<file path="src/rtl/uart_rx_ctrl.sv">
// UART RX frame sequencer: walks start/data/parity/stop bit periods and times the checkers.
// Latency: START one cycle after RX_IN sampled low; verdict pulse at edge M+1 of the stop bit.
// Backpressure: none; the serial line cannot be stalled, so a verdict is a single-cycle pulse.
//
// Ports:
//   CLK, RST          oversampling clock, asynchronous active-low reset
//   RX_IN             serial line (idle high); only looked at in IDLE and at the end of STOP
//   PAR_EN, PAR_TYP   frame config, latched at start-bit detection
//   Prescale          oversampling ratio 8/16/32 (anything else runs as 8), latched per frame
//   sampled_bit       sampler output, consumed by the deserializer rather than by this block
//   strt_glitch, par_err, stp_err
//                     checker verdicts, read only while the matching enable is high
//   edge_cnt, bit_cnt oversample index within the bit, bit index within the frame (0 = start)
//   dat_samp_en       sampler enable (level, equals busy)
//   deser_en          deserializer shift strobe, once per data bit
//   strt_chk_en, parity_chk_en, stp_chk_en
//                     single-cycle checker enables at the bit check point M = P/2+2
//   par_typ_lat       latched parity type for the parity checker
//   data_valid, par_err_o, frm_err_o
//                     mutually exclusive single-cycle frame verdicts
//   busy              high in every state except IDLE
module uart_rx_ctrl (
  input  logic       CLK,
  input  logic       RST,
  input  logic       RX_IN,
  input  logic       PAR_EN,
  input  logic       PAR_TYP,
  input  logic [5:0] Prescale,
  input  logic       sampled_bit,
  input  logic       strt_glitch,
  input  logic       par_err,
  input  logic       stp_err,
  output logic [5:0] edge_cnt,
  output logic [3:0] bit_cnt,
  output logic       dat_samp_en,
  output logic       deser_en,
  output logic       strt_chk_en,
  output logic       parity_chk_en,
  output logic       stp_chk_en,
  output logic       par_typ_lat,
  output logic       data_valid,
  output logic       par_err_o,
  output logic       frm_err_o,
  output logic       busy
);

  localparam logic [2:0] S_IDLE   = 3'd0;
  localparam logic [2:0] S_START  = 3'd1;
  localparam logic [2:0] S_DATA   = 3'd2;
  localparam logic [2:0] S_PARITY = 3'd3;
  localparam logic [2:0] S_STOP   = 3'd4;

  localparam logic [3:0] LAST_DATA_BIT = 4'd8;

  // Unsupported ratios fall back to 8 so the counters always have a sane wrap point.
  function automatic logic [5:0] eff_prescale(input logic [5:0] ps);
    case (ps)
      6'd16:   return 6'd16;
      6'd32:   return 6'd32;
      default: return 6'd8;
    endcase
  endfunction

  logic [2:0] state;
  logic [2:0] state_nxt;
  logic [5:0] p_lat;        // effective prescale of the frame in flight
  logic       par_en_lat;
  logic       par_sticky;   // parity verdict held from PARITY until the stop-bit decision

  logic [5:0] chk_pt;       // M = P/2 + 2
  logic       at_chk;
  logic       last_edge;
  logic       start_frame;

  // The deserializer consumes sampled_bit directly; it only passes this block's boundary.
  logic       unused_sampled_bit;
  assign unused_sampled_bit = sampled_bit;

  assign chk_pt    = {1'b0, p_lat[5:1]} + 6'd2;
  assign at_chk    = (edge_cnt == chk_pt);
  assign last_edge = (edge_cnt == (p_lat - 6'd1));

  // A new frame begins either from IDLE or straight out of the last stop-bit edge
  // when the next start bit is already on the line (back-to-back frames).
  assign start_frame = ((state == S_IDLE) && !RX_IN) ||
                       ((state == S_STOP) && last_edge && !RX_IN);

  // --------------------------------------------------------------------------
  // Next-state decode
  // --------------------------------------------------------------------------
  always_comb begin
    state_nxt = state;
    case (state)
      S_IDLE: begin
        if (!RX_IN) state_nxt = S_START;
      end
      S_START: begin
        // The start checker's verdict is only meaningful at the check point;
        // a glitch abandons the frame silently.
        if (at_chk && strt_glitch) state_nxt = S_IDLE;
        else if (last_edge)        state_nxt = S_DATA;
      end
      S_DATA: begin
        if (last_edge && (bit_cnt == LAST_DATA_BIT))
          state_nxt = par_en_lat ? S_PARITY : S_STOP;
      end
      S_PARITY: begin
        if (last_edge) state_nxt = S_STOP;
      end
      S_STOP: begin
        if (last_edge) state_nxt = RX_IN ? S_IDLE : S_START;
      end
      default: state_nxt = S_IDLE;
    endcase
  end

  always_ff @(posedge CLK or negedge RST) begin
    if (!RST) state <= S_IDLE;
    else      state <= state_nxt;
  end

  // --------------------------------------------------------------------------
  // Edge / bit counters. Both sit at zero whenever the sequencer is idle, and
  // restart from zero on every start-bit detection.
  // --------------------------------------------------------------------------
  always_ff @(posedge CLK or negedge RST) begin
    if (!RST) begin
      edge_cnt <= 6'd0;
      bit_cnt  <= 4'd0;
    end else if ((state_nxt == S_IDLE) || start_frame) begin
      edge_cnt <= 6'd0;
      bit_cnt  <= 4'd0;
    end else if (last_edge) begin
      edge_cnt <= 6'd0;
      bit_cnt  <= bit_cnt + 4'd1;
    end else begin
      edge_cnt <= edge_cnt + 6'd1;
    end
  end

  // --------------------------------------------------------------------------
  // Per-frame configuration. Sampled only at start-bit detection so that
  // changes on the config pins while a frame is in flight have no effect.
  // --------------------------------------------------------------------------
  always_ff @(posedge CLK or negedge RST) begin
    if (!RST) begin
      p_lat       <= 6'd8;
      par_en_lat  <= 1'b0;
      par_typ_lat <= 1'b0;
    end else if (start_frame) begin
      p_lat       <= eff_prescale(Prescale);
      par_en_lat  <= PAR_EN;
      par_typ_lat <= PAR_TYP;
    end
  end

  // --------------------------------------------------------------------------
  // Parity verdict: captured at the parity check point, held until the stop
  // bit decides the frame, and cleared at the start of each frame.
  // --------------------------------------------------------------------------
  always_ff @(posedge CLK or negedge RST) begin
    if (!RST) begin
      par_sticky <= 1'b0;
    end else if (start_frame) begin
      par_sticky <= 1'b0;
    end else if (parity_chk_en && par_err) begin
      par_sticky <= 1'b1;
    end
  end

  // --------------------------------------------------------------------------
  // Frame verdict. Registered off the stop-check cycle, so it appears at edge
  // M+1. A framing error hides any parity error, and exactly one pulse fires
  // per completed frame. With P=8 this lands on the last stop edge, alongside
  // the STOP exit; the two are independent.
  // --------------------------------------------------------------------------
  always_ff @(posedge CLK or negedge RST) begin
    if (!RST) begin
      data_valid <= 1'b0;
      par_err_o  <= 1'b0;
      frm_err_o  <= 1'b0;
    end else begin
      data_valid <= 1'b0;
      par_err_o  <= 1'b0;
      frm_err_o  <= 1'b0;
      if (stp_chk_en) begin
        frm_err_o  <= stp_err;
        par_err_o  <= !stp_err && par_sticky;
        data_valid <= !stp_err && !par_sticky;
      end
    end
  end

  // --------------------------------------------------------------------------
  // Enables: pure decodes of state and edge counter, hence single-cycle and
  // free of any combinational path from RX_IN.
  // --------------------------------------------------------------------------
  assign busy          = (state != S_IDLE);
  assign dat_samp_en   = busy;
  assign strt_chk_en   = (state == S_START)  && at_chk;
  assign deser_en      = (state == S_DATA)   && at_chk;
  assign parity_chk_en = (state == S_PARITY) && at_chk;
  assign stp_chk_en    = (state == S_STOP)   && at_chk;

endmodule

</file>
<file path="config.mk">
export PLATFORM = sky130hd
export DESIGN_NAME = uart_rx_ctrl
export DESIGN_NICKNAME = d
export VERILOG_FILES = /design/src/rtl/uart_rx_ctrl.sv
export SDC_FILE = /design/constraint.sdc
export NUM_CORES = 1
export LEC_CHECK = 0
export BUFFER_PORTS_ARGS = -buffer_cell sky130_fd_sc_hd__buf_2
export CORE_MARGIN = 5
export CORE_UTILIZATION = 45
export DETAILED_ROUTE_END_ITERATION = 6
export HOLD_SLACK_MARGIN = 0.15
export PLACE_DENSITY_LB_ADDON = 0.12
export SLEW_MARGIN = 20
export SYNTH_ARGS = -nofsm -noshare
export SYNTH_HDL_FRONTEND = slang
export SYNTH_SLANG_ARGS = --single-unit
</file>
<file path="constraint.sdc">
create_clock -name CLK -period 2.99 [get_ports CLK]
set_input_delay 0.4485 -clock CLK [delete_from_list [all_inputs] [get_ports CLK]]
set_output_delay 0.4485 -clock CLK [all_outputs]
set_load 0.02 [all_outputs]
</file>
Word-level counts from Yosys, hierarchy flattened
Index checks and enable logic that the tools add are counted.
{"block": "classes", "reduce_logical": 22, "n_eq_ne": 9, "muxes": 19, "add_sub_neg": 4}
{"cell": "$mux 3", "count": 7}
{"cell": "$pmux 3 s5", "count": 1}
{"cell": "$eq 6x6->1", "count": 2}
{"cell": "$logic_and 1x1->1", "count": 12}
{"cell": "$mux 6", "count": 2}
{"cell": "$pmux 6 s2", "count": 1}
{"cell": "$mux 4", "count": 2}
{"cell": "$add 5x2->6 const B", "count": 1}
{"cell": "$add 6x1->6 const B", "count": 1}
{"cell": "$eq 3x2->1 const B", "count": 2}
{"cell": "$eq 6x5->1 const B", "count": 1}
{"cell": "$eq 6x6->1 const B", "count": 1}
{"cell": "$logic_not 3->1", "count": 2}
{"cell": "$mux 1", "count": 6}
{"cell": "$sub 6x1->6 const B", "count": 1}
{"cell": "$add 4x1->4 const B", "count": 1}
{"cell": "$eq 4x4->1 const B", "count": 1}
{"cell": "$reduce_bool 2->1", "count": 2}
{"cell": "$eq 3x1->1 const B", "count": 1}
{"cell": "$eq 3x3->1 const B", "count": 1}
{"cell": "$logic_not 1->1", "count": 3}
{"cell": "$reduce_bool 3->1", "count": 1}
{"cell": "$logic_or 1x1->1", "count": 2}
{"block": "totals", "output_inout_bits": 20, "inputBits": 15, "regBits": 25, "word_cells": 64}

Longest topological paths before layout
{"block": "depth", "word_depth": 8, "depth_mapped": 8}

Worst setup path after synthesis
Ideal clock, no wire load.
{"block": "synth_timing", "path_kind": "register -> register", "startpoint": "register p_lat[3]", "endpoint": "register p_lat[4]", "path_stages_with_launch": 8, "t_required_ns": 2.907, "setup_time_ns": 0.083, "t_arrival_ns": 2.066, "slack_ns": 0.841, "cell_sequence": "dfstp_2 inv_1 ha_1 xnor3_1 nand4_1 a21o_4 or4b_1 o21ai_0"}
{"block": "synth_between", "elab_chain_cells": 5}
{"item": "start, declared", "line": "66", "source": "logic [5:0] p_lat;"}
{"item": "start signal, assigned", "line": "151", "source": "p_lat <= eff_prescale(Prescale);"}
{"item": "$sub 6x1->6", "line": "81", "source": "assign last_edge = (edge_cnt == (p_lat - 6'd1));"}
{"item": "$eq 6x6->1", "line": "81"}
{"item": "$logic_and 1x1->1 (2 in series)", "line": "86", "source": "((state == S_STOP) && last_edge && !RX_IN);"}
{"item": "$logic_or 1x1->1", "line": "85", "source": "assign start_frame = ((state == S_IDLE) && !RX_IN) ||"}
No other way between the ends.
A chain may end at the register's enable or synchronous reset.

Worst setup path after layout
{"block": "layout_timing", "startpoint": "register edge_cnt[4]", "endpoint": "output port strt_chk_en"}
{"block": "layout_between", "elab_chain_cells": 2}
{"item": "start, declared", "line": "33", "source": "output logic [5:0] edge_cnt,"}
{"item": "start signal, assigned", "line": "137", "source": "edge_cnt <= edge_cnt + 6'd1;"}
{"item": "$eq 6x6->1", "line": "80", "source": "assign at_chk = (edge_cnt == chk_pt);"}
{"item": "$logic_and 1x1->1", "line": "200", "source": "assign strt_chk_en = (state == S_START) && at_chk;"}
{"item": "end, declared", "line": "37", "source": "output logic strt_chk_en,"}
No other way between the ends.

==> flow_summary.toml <==
[synthesis]
netlist_area_um2 = 1200
synthArstFlopShare_pct = 100
ys.flop_type = "dfrtp_1"
ys_seq_elements = 22
seq_area_frac_synth_pct = 45.9
synth.top_cells.by_count = "21 x dfrtp_1, 18 x nor2_1, 11 x inv_1"
synthesis.nets = 141
synth_top_area_share_pct = 43.8
synth_most_common_cell = "dfrtp_1"
yosys.area.top_type = "dfrtp_1"
yosys_warnings = 0
syn_area_per_cell_um2 = 9.93
synth_area_leaders = "dfrtp_1 44%, nor2_1 5.6%, ha_1 5.2%, xor2_1 5.1%, xnor2_1 3.6%"
ys_types = 37
synthCells = 121
synth_edf_count = 0

[flow_run]
drv_cap = 0

[cells_and_area]
drive_above_1_share_pct = 27.6
multi_input_area_um2 = 582
fin_nets = 177
seqCellArea_um2 = 552
synthToLayoutAreaGrowth_pct = 19.2
fillers = 249
diodes = 0

[global_route]
antenna_found_initial = 0
grt_pass1_wl_um = 4160
grt_pass1_vias = 930
grt_use_total_pct = 14.6
grt_max_degree = 23
grt-ovfl-total = 0

[power_and_ir_drop]
combPwrFrac_pct = 20.4
intPower_w = 0.000440
p_clk_share_pct = 25.9
seqPwrFrac_pct = 53.7
leakage_nw = 0.739
p_sw_w = 0.000190
p_sw_share_pct = 30.1
powerDensity_nw_per_um2 = 440
ir_drop_mv = 0.438
total_power_w = 0.000630

[detailed_routing]
antenna_left = 0
dr.pass1.iters = 4
wl_per_cell_um = 13.1
vias = 953
wirelength_um = 2440
drcViolationCount = 0
viasPerCell = 5.12
drt_iter0_markers = 60

[setup_path]
rr_worst_depth = 7
crit_arrival_ps = 1860
endpoint_kind = "output port"
regToRegSetupSlack_ps = 740
path_class = "flip-flop to output port"
startpoint = "edge_cnt[4]"
startpoint_type = "flip-flop"
crit_fanout = 7
timing.rr.end = "p_lat[4]"
timing.rr.start = "p_lat[3]"
worstSetupEndpoint = "strt_chk_en"
cp.required_ps = 2540

[sta]
worstMarginPinSlew_ps = 574
max_freq_mhz = 433
min_period_ps = 2310
finalSetupTns_ps = 0
finalHoldViolCount = 0
timing.slew.headroom_pct = 61.5
rsz0062_at_grt = "false"
finalWorstSetupSlack_ps = 680
setup_viol = 0
drv_slew = 0
finalCritPeriodShare_pct = 77.3
clock_skew_ps = 2.19
timing.hold.ws_ps = 315

[clock_tree]
cts.sink_count = 22
clkSlewWorstSetupHoldPaths_ps = 120
cts_buffers = 3
htreeDepth = 1
root_buffer = "clkbuf_4"
cts_tree = "done"
clock_latency_ps = 300
cts_setup_buffers = 0
cts_resized = 0
clockBufferDepth = 2

[placed_design]
io_buffers = 33
gp_congestion = 0.781
hpwlAfterDp_um = 1880
dpl_worst_slack_ps = 756

[die]
rows = 18
dieArea_um2 = 3800
coreArea_um2 = 2520
fp.dieH_um = 61.7
die_w_um = 61.7
start_util_pct = 47.6
num_io_pins = 35

[run_status]
outcome = "finished, final reports clean"

[hold_path]
hold_path_class = "input pin to flip-flop"
power groups by stage:
stage	logic [W]	clock network (W)	registers (W)
CTS	0.000132	0.000169	0.000338
detailed placement	0.000130	0	0.000344
floorplan	0.0000843	0	0.000349
finish	0.000129	0.000163	0.000338
global route	0.000146	0.000185	0.000342
global placement	0.000128	0	0.000343
state kept, by name (all words and copies together) (netlist names):
register,flops
par_en_lat,1
bit_cnt,4
state,3
data_valid,1
par_typ_lat,1
par_err_o,1
p_lat,3
edge_cnt,6
par_sticky,1
frm_err_o,1
worst max-delay path, cell delays in order, from the launching register on:
cell,delay [ps]
dfrtp_1,460
xor2_1,210
nor4_4,430
nand2_1,120
nor3_1,140
buf_2,190
cell type report:
class                   instances  area share (%)
inverters                      11            2.88
repair buffers                 35            12.8
flip-flops and latches         22            38.5
clock buffers                   4            2.53
well taps                      30            2.62
multi-input cells              84            40.6
cell usage in the layout, fill, tap and decap left out, types with 2 or more instances in the layout:
cell,Yosys,final
nand2_1,9,9
nor3b_1,2,2
inv_1,11,11
dfrtp_1,21,21
buf_2,0,33
or3_1,2,2
xor2_1,7,7
clkbuf_4,0,3
o21ai_1,2,2
o21ai_0,4,4
a21oi_1,2,2
ha_1,5,5
nor3_1,4,4
nand3_1,2,2
nand2b_1,2,2
xnor2_1,5,5
nor2_1,18,18
mux2_2,2,2
and2_1,2,2
metrics by stage:
stage	util [%]	area [um^2]	instances
floorplan	-	1200	121
global placement	54.9	1390	181
detailed placement	54.9	1390	181
CTS	56.7	1430	186
global route	56.7	1430	186
finish	56.7	1430	186
routing by layer:
| metal | vias to the layer above | global-route usage [%] | routed length [um] |
|---|---|---|---|
| li1 | 479 | - | - |
| met1 | 446 | 19.5 | 1050 |
| met2 | 26 | 25.0 | 1200 |
| met3 | 2 | 2.52 | 169 |
| met4 | 0 | 2.73 | 18 |
| met5 | - | 0 | 0 |
what timing repair did:
item                                    in CTS  in global routing
hold endpoints to repair                    21                  0
endpoints found under the setup margin       0                  0
hold buffers                                 1                  0
logic make-up (layout without fill, tap and decap cells):
| kind of cell | count (synthesis) | after routing | share of synthesized area [%] |
|---|---|---|---|
| buf+inv | 15 | 50 | 5.63 |
| xor+xnor | 13 | 13 | 10.6 |
| fa+ha+maj | 5 | 5 | 5.21 |
| simple gates | 48 | 48 | 20.9 |
| compound gates | 15 | 15 | 8.96 |
| mux | 3 | 3 | 2.71 |
| flops | 22 | 22 | 45.9 |
worst min path at each step:
stage / start / end / slack [ps] / cells after the start
after detailed placement: RST / frm_err_o / 440 / 1
after global placement: par_sticky / data_valid / 440 / 1
after floorplan: RST / bit_cnt[0] / 150 / 0
final: stp_err / par_err_o / 310 / 2
after CTS: stp_err / par_err_o / 310 / 2
after global routing: stp_err / par_err_o / 290 / 2
Note: power is estimated with default switching activity, not from simulation.
